[src/rtl/if_fetch_unit.sv]
// Instruction fetch stage: owns the fetch PC, issues single-outstanding imem requests and buffers
// returned words with prediction metadata for decode. FETCH_PERF_CNT_EN adds fetch/redirect counters.
module if_fetch_unit #(
    parameter int                    ADDR_WIDTH = 64,
    parameter logic [ADDR_WIDTH-1:0] BOOT_PC    = '0,
    parameter int                    BUF_DEPTH  = 2
) (
    input  logic                  clk,
    input  logic                  rst,
    output logic [ADDR_WIDTH-1:0] pc_if,
    input  logic                  jump_if,
    input  logic [ADDR_WIDTH-1:0] pc_target_if,
    output logic                  imem_req_valid,
    input  logic                  imem_req_ready,
    output logic [ADDR_WIDTH-1:0] imem_req_addr,
    input  logic                  imem_resp_valid,
    input  logic [31:0]           imem_resp_data,
    input  logic                  redirect_valid,
    input  logic [ADDR_WIDTH-1:0] redirect_pc,
    output logic                  id_valid,
    input  logic                  id_ready,
    output logic [31:0]           id_inst,
    output logic [ADDR_WIDTH-1:0] id_pc,
    output logic                  id_pred_taken,
    output logic [ADDR_WIDTH-1:0] id_pred_target
`ifdef FETCH_PERF_CNT_EN
    ,
    output logic [63:0]           perf_fetch_cnt,
    output logic [63:0]           perf_redirect_cnt
`endif
);

    localparam int PTR_W = $clog2(BUF_DEPTH);
    localparam int CNT_W = PTR_W + 1;

    typedef enum logic [1:0] {S_RUN, S_WAIT, S_WAIT_KILL} state_t;

    state_t                  state_q, state_d;
    logic [ADDR_WIDTH-1:0]   pc_q, pc_d;
    logic [ADDR_WIDTH-1:0]   infl_pc_q, infl_pc_d;
    logic                    infl_taken_q, infl_taken_d;
    logic [ADDR_WIDTH-1:0]   infl_target_q, infl_target_d;
    logic [PTR_W-1:0]        head_q, head_d, tail_q, tail_d;
    logic [CNT_W-1:0]        count_q, count_d;
    logic [31:0]             buf_inst_q   [BUF_DEPTH];
    logic [31:0]             buf_inst_d   [BUF_DEPTH];
    logic [ADDR_WIDTH-1:0]   buf_pc_q     [BUF_DEPTH];
    logic [ADDR_WIDTH-1:0]   buf_pc_d     [BUF_DEPTH];
    logic                    buf_taken_q  [BUF_DEPTH];
    logic                    buf_taken_d  [BUF_DEPTH];
    logic [ADDR_WIDTH-1:0]   buf_target_q [BUF_DEPTH];
    logic [ADDR_WIDTH-1:0]   buf_target_d [BUF_DEPTH];

    logic req_vld, hs, push, pop;

    assign id_valid       = (count_q != '0);
    assign id_inst        = buf_inst_q[head_q];
    assign id_pc          = buf_pc_q[head_q];
    assign id_pred_taken  = buf_taken_q[head_q];
    assign id_pred_target = buf_target_q[head_q];
    assign pc_if          = pc_q;
    assign imem_req_addr  = pc_q;
    assign imem_req_valid = req_vld;

    always_comb begin
        state_d       = state_q;
        pc_d          = pc_q;
        infl_pc_d     = infl_pc_q;
        infl_taken_d  = infl_taken_q;
        infl_target_d = infl_target_q;
        head_d        = head_q;
        tail_d        = tail_q;
        buf_inst_d    = buf_inst_q;
        buf_pc_d      = buf_pc_q;
        buf_taken_d   = buf_taken_q;
        buf_target_d  = buf_target_q;

        // Only RUN can issue, so the in-flight slot is already reflected in count_q here.
        req_vld = (state_q == S_RUN) && (count_q < CNT_W'(BUF_DEPTH)) && !redirect_valid && !rst;
        hs      = req_vld && imem_req_ready;
        push    = (state_q == S_WAIT) && imem_resp_valid && !redirect_valid;
        pop     = id_valid && id_ready;

        case (state_q)
            S_RUN: begin
                if (hs) begin
                    infl_pc_d     = pc_q;
                    infl_taken_d  = jump_if;
                    infl_target_d = jump_if ? pc_target_if : '0;
                    pc_d          = jump_if ? pc_target_if : pc_q + ADDR_WIDTH'(4);
                    state_d       = S_WAIT;
                end
            end
            S_WAIT, S_WAIT_KILL: begin
                if (imem_resp_valid) state_d = S_RUN;
            end
            default: state_d = S_RUN;
        endcase

        if (push) begin
            buf_inst_d[tail_q]   = imem_resp_data;
            buf_pc_d[tail_q]     = infl_pc_q;
            buf_taken_d[tail_q]  = infl_taken_q;
            buf_target_d[tail_q] = infl_target_q;
            tail_d               = tail_q + PTR_W'(1);
        end
        if (pop) head_d = head_q + PTR_W'(1);
        count_d = count_q + CNT_W'(push) - CNT_W'(pop);

        // Redirect overrides everything: flush and turn any live fetch into a killed one.
        if (redirect_valid) begin
            pc_d    = redirect_pc;
            head_d  = '0;
            tail_d  = '0;
            count_d = '0;
            if (state_q != S_RUN && !imem_resp_valid) state_d = S_WAIT_KILL;
            else                                      state_d = S_RUN;
        end
    end

    always_ff @(posedge clk or posedge rst) begin
        if (rst) begin
            state_q       <= S_RUN;
            pc_q          <= BOOT_PC;
            infl_pc_q     <= '0;
            infl_taken_q  <= 1'b0;
            infl_target_q <= '0;
            head_q        <= '0;
            tail_q        <= '0;
            count_q       <= '0;
            buf_inst_q    <= '{default: '0};
            buf_pc_q      <= '{default: '0};
            buf_taken_q   <= '{default: '0};
            buf_target_q  <= '{default: '0};
        end else begin
            state_q       <= state_d;
            pc_q          <= pc_d;
            infl_pc_q     <= infl_pc_d;
            infl_taken_q  <= infl_taken_d;
            infl_target_q <= infl_target_d;
            head_q        <= head_d;
            tail_q        <= tail_d;
            count_q       <= count_d;
            buf_inst_q    <= buf_inst_d;
            buf_pc_q      <= buf_pc_d;
            buf_taken_q   <= buf_taken_d;
            buf_target_q  <= buf_target_d;
        end
    end

`ifdef FETCH_PERF_CNT_EN
    logic [63:0] perf_fetch_q, perf_fetch_d, perf_redir_q, perf_redir_d;

    always_comb begin
        perf_fetch_d = perf_fetch_q + 64'(push);
        perf_redir_d = perf_redir_q + 64'(redirect_valid);
    end

    always_ff @(posedge clk or posedge rst) begin
        if (rst) begin
            perf_fetch_q <= '0;
            perf_redir_q <= '0;
        end else begin
            perf_fetch_q <= perf_fetch_d;
            perf_redir_q <= perf_redir_d;
        end
    end

    assign perf_fetch_cnt    = perf_fetch_q;
    assign perf_redirect_cnt = perf_redir_q;
`endif

endmodule

[config.mk]
export PLATFORM = sky130hd
export DESIGN_NAME = if_fetch_unit
export DESIGN_NICKNAME = d
export VERILOG_FILES = /design/src/rtl/if_fetch_unit.sv
export SDC_FILE = /design/constraint.sdc
export NUM_CORES = 1
export LEC_CHECK = 0
export BUFFER_PORTS_ARGS = -buffer_cell sky130_fd_sc_hd__buf_2
export CORE_MARGIN = 5
export CORE_UTILIZATION = 53
export CTS_CLUSTER_SIZE = 8
export DETAILED_ROUTE_END_ITERATION = 10
export MAX_ROUTING_LAYER = met4
export PLACE_DENSITY = 0.85
export REMOVE_ABC_BUFFERS = 1
export SKIP_LAST_GASP = 1
export SYNTH_ARGS = -nofsm -noshare
export SYNTH_HDL_FRONTEND = slang
export SYNTH_SLANG_ARGS = --single-unit
[constraint.sdc]
create_clock -name clk -period 23.7 [get_ports clk]
set_clock_uncertainty 0.2 [all_clocks]
set_input_delay 2.37 -clock clk [delete_from_list [all_inputs] [get_ports clk]]
set_output_delay 2.37 -clock clk [all_outputs]
set_load 0.02 [all_outputs]
==> flow_summary.toml <==
[status]
status = "finished clean"

[hold_path]
hp-start = "buf_target_q[3]"
min_path_cells = 2
hold_end = "buf_target_q[3]"
hp-class = "register to register"

[clock_tree]
cts.sinks = 521
cts.clk_slew.worst_paths_ns = 0.05
holdBufCountCts = 0
cts_setup_buffers = 0
max-clock-path-buffers = 3
cts-buffers-inserted = 75
cts_tree = "built"
cts_max_level = 3
clk_latency_ns = 0.59
cts-root-buf = "clkbuf_16"
cts_resized = 0

[critical_path]
r2r_end = "imem_req_addr[53]"
crit_chain = "buf_4 -> nor3_1 -> and2_1 -> buf_2"
endpoint_kind = "output pin"
max_stage_delay_ns = 0.48
arrival_ns = 3.47
worstSetupStartpointType = "input port"
r2r_setup_slack_ns = 20.30
critPathMaxFanout = 33
required_ns = 21.13
critPathKind = "input port to output pin"
r2r-start = "imem_req_addr[14]"
cp_slowest_cell = "nor3_1"
r2r_cells = 6

[final_layout]
final_cells = 3009
fin_nets = 2573
drive_above_1_share_pct = 45.0
fillers = 3294
multiInputGateArea_mm2 = 0.00993
regArea_mm2 = 0.0130
syn_to_final_growth_pct = 18.1

[grt]
grt.total_usage_pct = 28.6
grt_overflow = 0
antenna_found_initial = 4
grt_start_max_net_pins = 186
grt_first_pass_wirelength_um = 109000
grt_pass1_vias = 19000

[sta]
layout_min_cycle_time_ns = 6.04
relSlewSlack_pct = 27.3
setup_viol = 0
whs_ns = 0.288
slew_viol_final = 0
hold_viol = 0
min_period_over_period_pct = 25.5
finalSetupTns_ns = 0
rsz0062_at_grt = "false"
max_freq_mhz = 166
tightestPinTransition_ns = 1.09

[die]
die_w_um = 223
die_h_um = 223
initial_utilization_pct = 53.9
coreArea_mm2 = 0.0444
io_pins = 458
rows = 77
dieArea_mm2 = 0.0495

[logic_synthesis]
syn-mean-instance-area_um2 = 11.8
ys_ff_latch = 521
yosysMostFrequentCell = "dfrtp_1"
synthCells = 2033
synth_common_cells = "dfrtp_1 (521), mux2_2 (487), nand2_1 (343)"
ys_seq_area_share_pct = 54.4
synth_top_area_cell = "dfrtp_1"
synth.top_cells.by_area = "dfrtp_1 (54%), mux2_2 (23%), nand2_1 (5.4%)"
yosysWarningCount = 0
yosysTopAreaCellShare_pct = 54.4
netlist_area_mm2 = 0.0239
async_reset_ff_share_pct = 100
synthDistinctLibCells = 64
synth_ff_type = "dfrtp_1"
synth-edff-count = 0

[placement]
port_buffers = 457
dp_cells = 2916
globalplace.congestion = 0.852
dp_hpwl_um = 45500

[detailed_routing]
drc = 0
drt_iter0_drc = 1539
wl_per_cell_um = 23.3
antenna_left = 0
drt_wl_total_um = 70200
dr_total_vias = 18100
dr.pass1.iters = 8
viasPerCell = 6.01

[power_and_ir_drop]
power_density_mw_per_mm2 = 113
vdd_drop_max_mv = 0.0701
p_leak_nw = 14.3

[run]
maxCapViolCount = 0
[registers in the layout, summed over array words and instances, names as in the netlist]
signal and flops:
infl_pc_q 64, infl_taken_q 1, count_q 2, tail_q 1, buf_pc_q 128, buf_taken_q 2, state_q 2, buf_inst_q 64
imem_req_addr 64, buf_target_q 128, head_q 1, infl_target_q 64
[layer usage]
| metal | share of wire (%) | wire [µm] | GRT usage (%) | vias to the layer above |
|---|---|---|---|---|
| met2 | 49 | 34400 | 45.8 | 888 |
| li1 | - | - | - | 7831 |
| met1 | 40 | 28000 | 36.2 | 9163 |
| met4 | 4.1 | 2870 | 11.5 | 0 |
| met3 | 7.1 | 4990 | 5.64 | 209 |
| met5 | 0 | 0 | - | - |
[power by group]
part,internal (mW),switching [mW],total [mW]
Sequential,1.11,0.175,1.29
Combinational,0.404,0.552,0.956
Clock,0.585,0.361,0.946
Total,2.10,1.09,3.19
[worst max-delay path: cells and delay by family]
kind | cells | cell delay, ns
buffers and inverters | 2 | 0.41
AND/OR/NAND/NOR | 2 | 0.67
[logic make-up after synthesis]
logic type | count (synthesis) | share of synthesized area (%)
buffers and inverters | 203 | 4.29
and+or+nand+nor | 560 | 10.3
xor gates and xnor gates | 22 | 0.805
adders and majority gates | 5 | 0.261
DFF | 521 | 54.4
AOI/OAI and AO/OA | 220 | 6.34
muxes | 502 | 23.5
[area by class of cell]
class | count | share of cell area [%]
antenna | 8 | 0.0708
clock buffer | 83 | 7.08
clock inverter | 2 | 0.0487
inverter | 14 | 0.212
multi-input combinational | 1309 | 35.1
sequential | 521 | 46.1
tap | 592 | 2.62
timing repair buffer | 480 | 8.76
[cell usage in the layout (no fill, tap or decap), drive strengths merged, types with 3 or more instances in the layout]
cell and count:
mux2i 15, a22o 22, and2 4, o221a 6
nand3 54, xnor2 17, or3 7, diode 8
nor2b 4, inv 14, xor2 5, and4 3
ha 5, o21ai 65, a21oi 28, a211oi 13
nand2 343, o221ai 14, o22ai 18, o31ai 5
clkbuf 83, a22oi 14, mux2 487, o211ai 6
nor4 14, dfrtp 521, nor3 27, nor2 73
and3 6, a31oi 3, or2 3, buf 480
a221oi 4, nand4 17, nand2b 3
[worst max-delay path by stage]
| stage | startpoint | end | slack [ns] | depth (start not counted) |
|---|---|---|---|---|
| after floorplan | rst | buf_inst_q[0] | 6.57 | 1 |
| after global placement | redirect_valid | imem_req_valid | 17.69 | 4 |
| after detailed placement | redirect_valid | buf_inst_q[41] | 17.67 | 7 |
| after CTS | redirect_valid | imem_req_valid | 17.68 | 4 |
| after global routing | redirect_valid | imem_req_valid | 17.63 | 4 |
| final | redirect_valid | imem_req_valid | 17.66 | 4 |
[stage by stage]
step	area [µm²]	setup WS (ns)	util, %	power, mW
4_1_cts	28300	17.68	63.6	3.21
2_1_floorplan	23000	6.57	-	1.91
3_5_place_dp	26300	17.67	59.1	2.25
3_3_place_gp	26300	17.69	59.1	2.20
5_1_grt	28300	17.63	63.7	3.34
6_report	28300	17.66	63.7	3.19
Power figures use the tool's default switching activity.
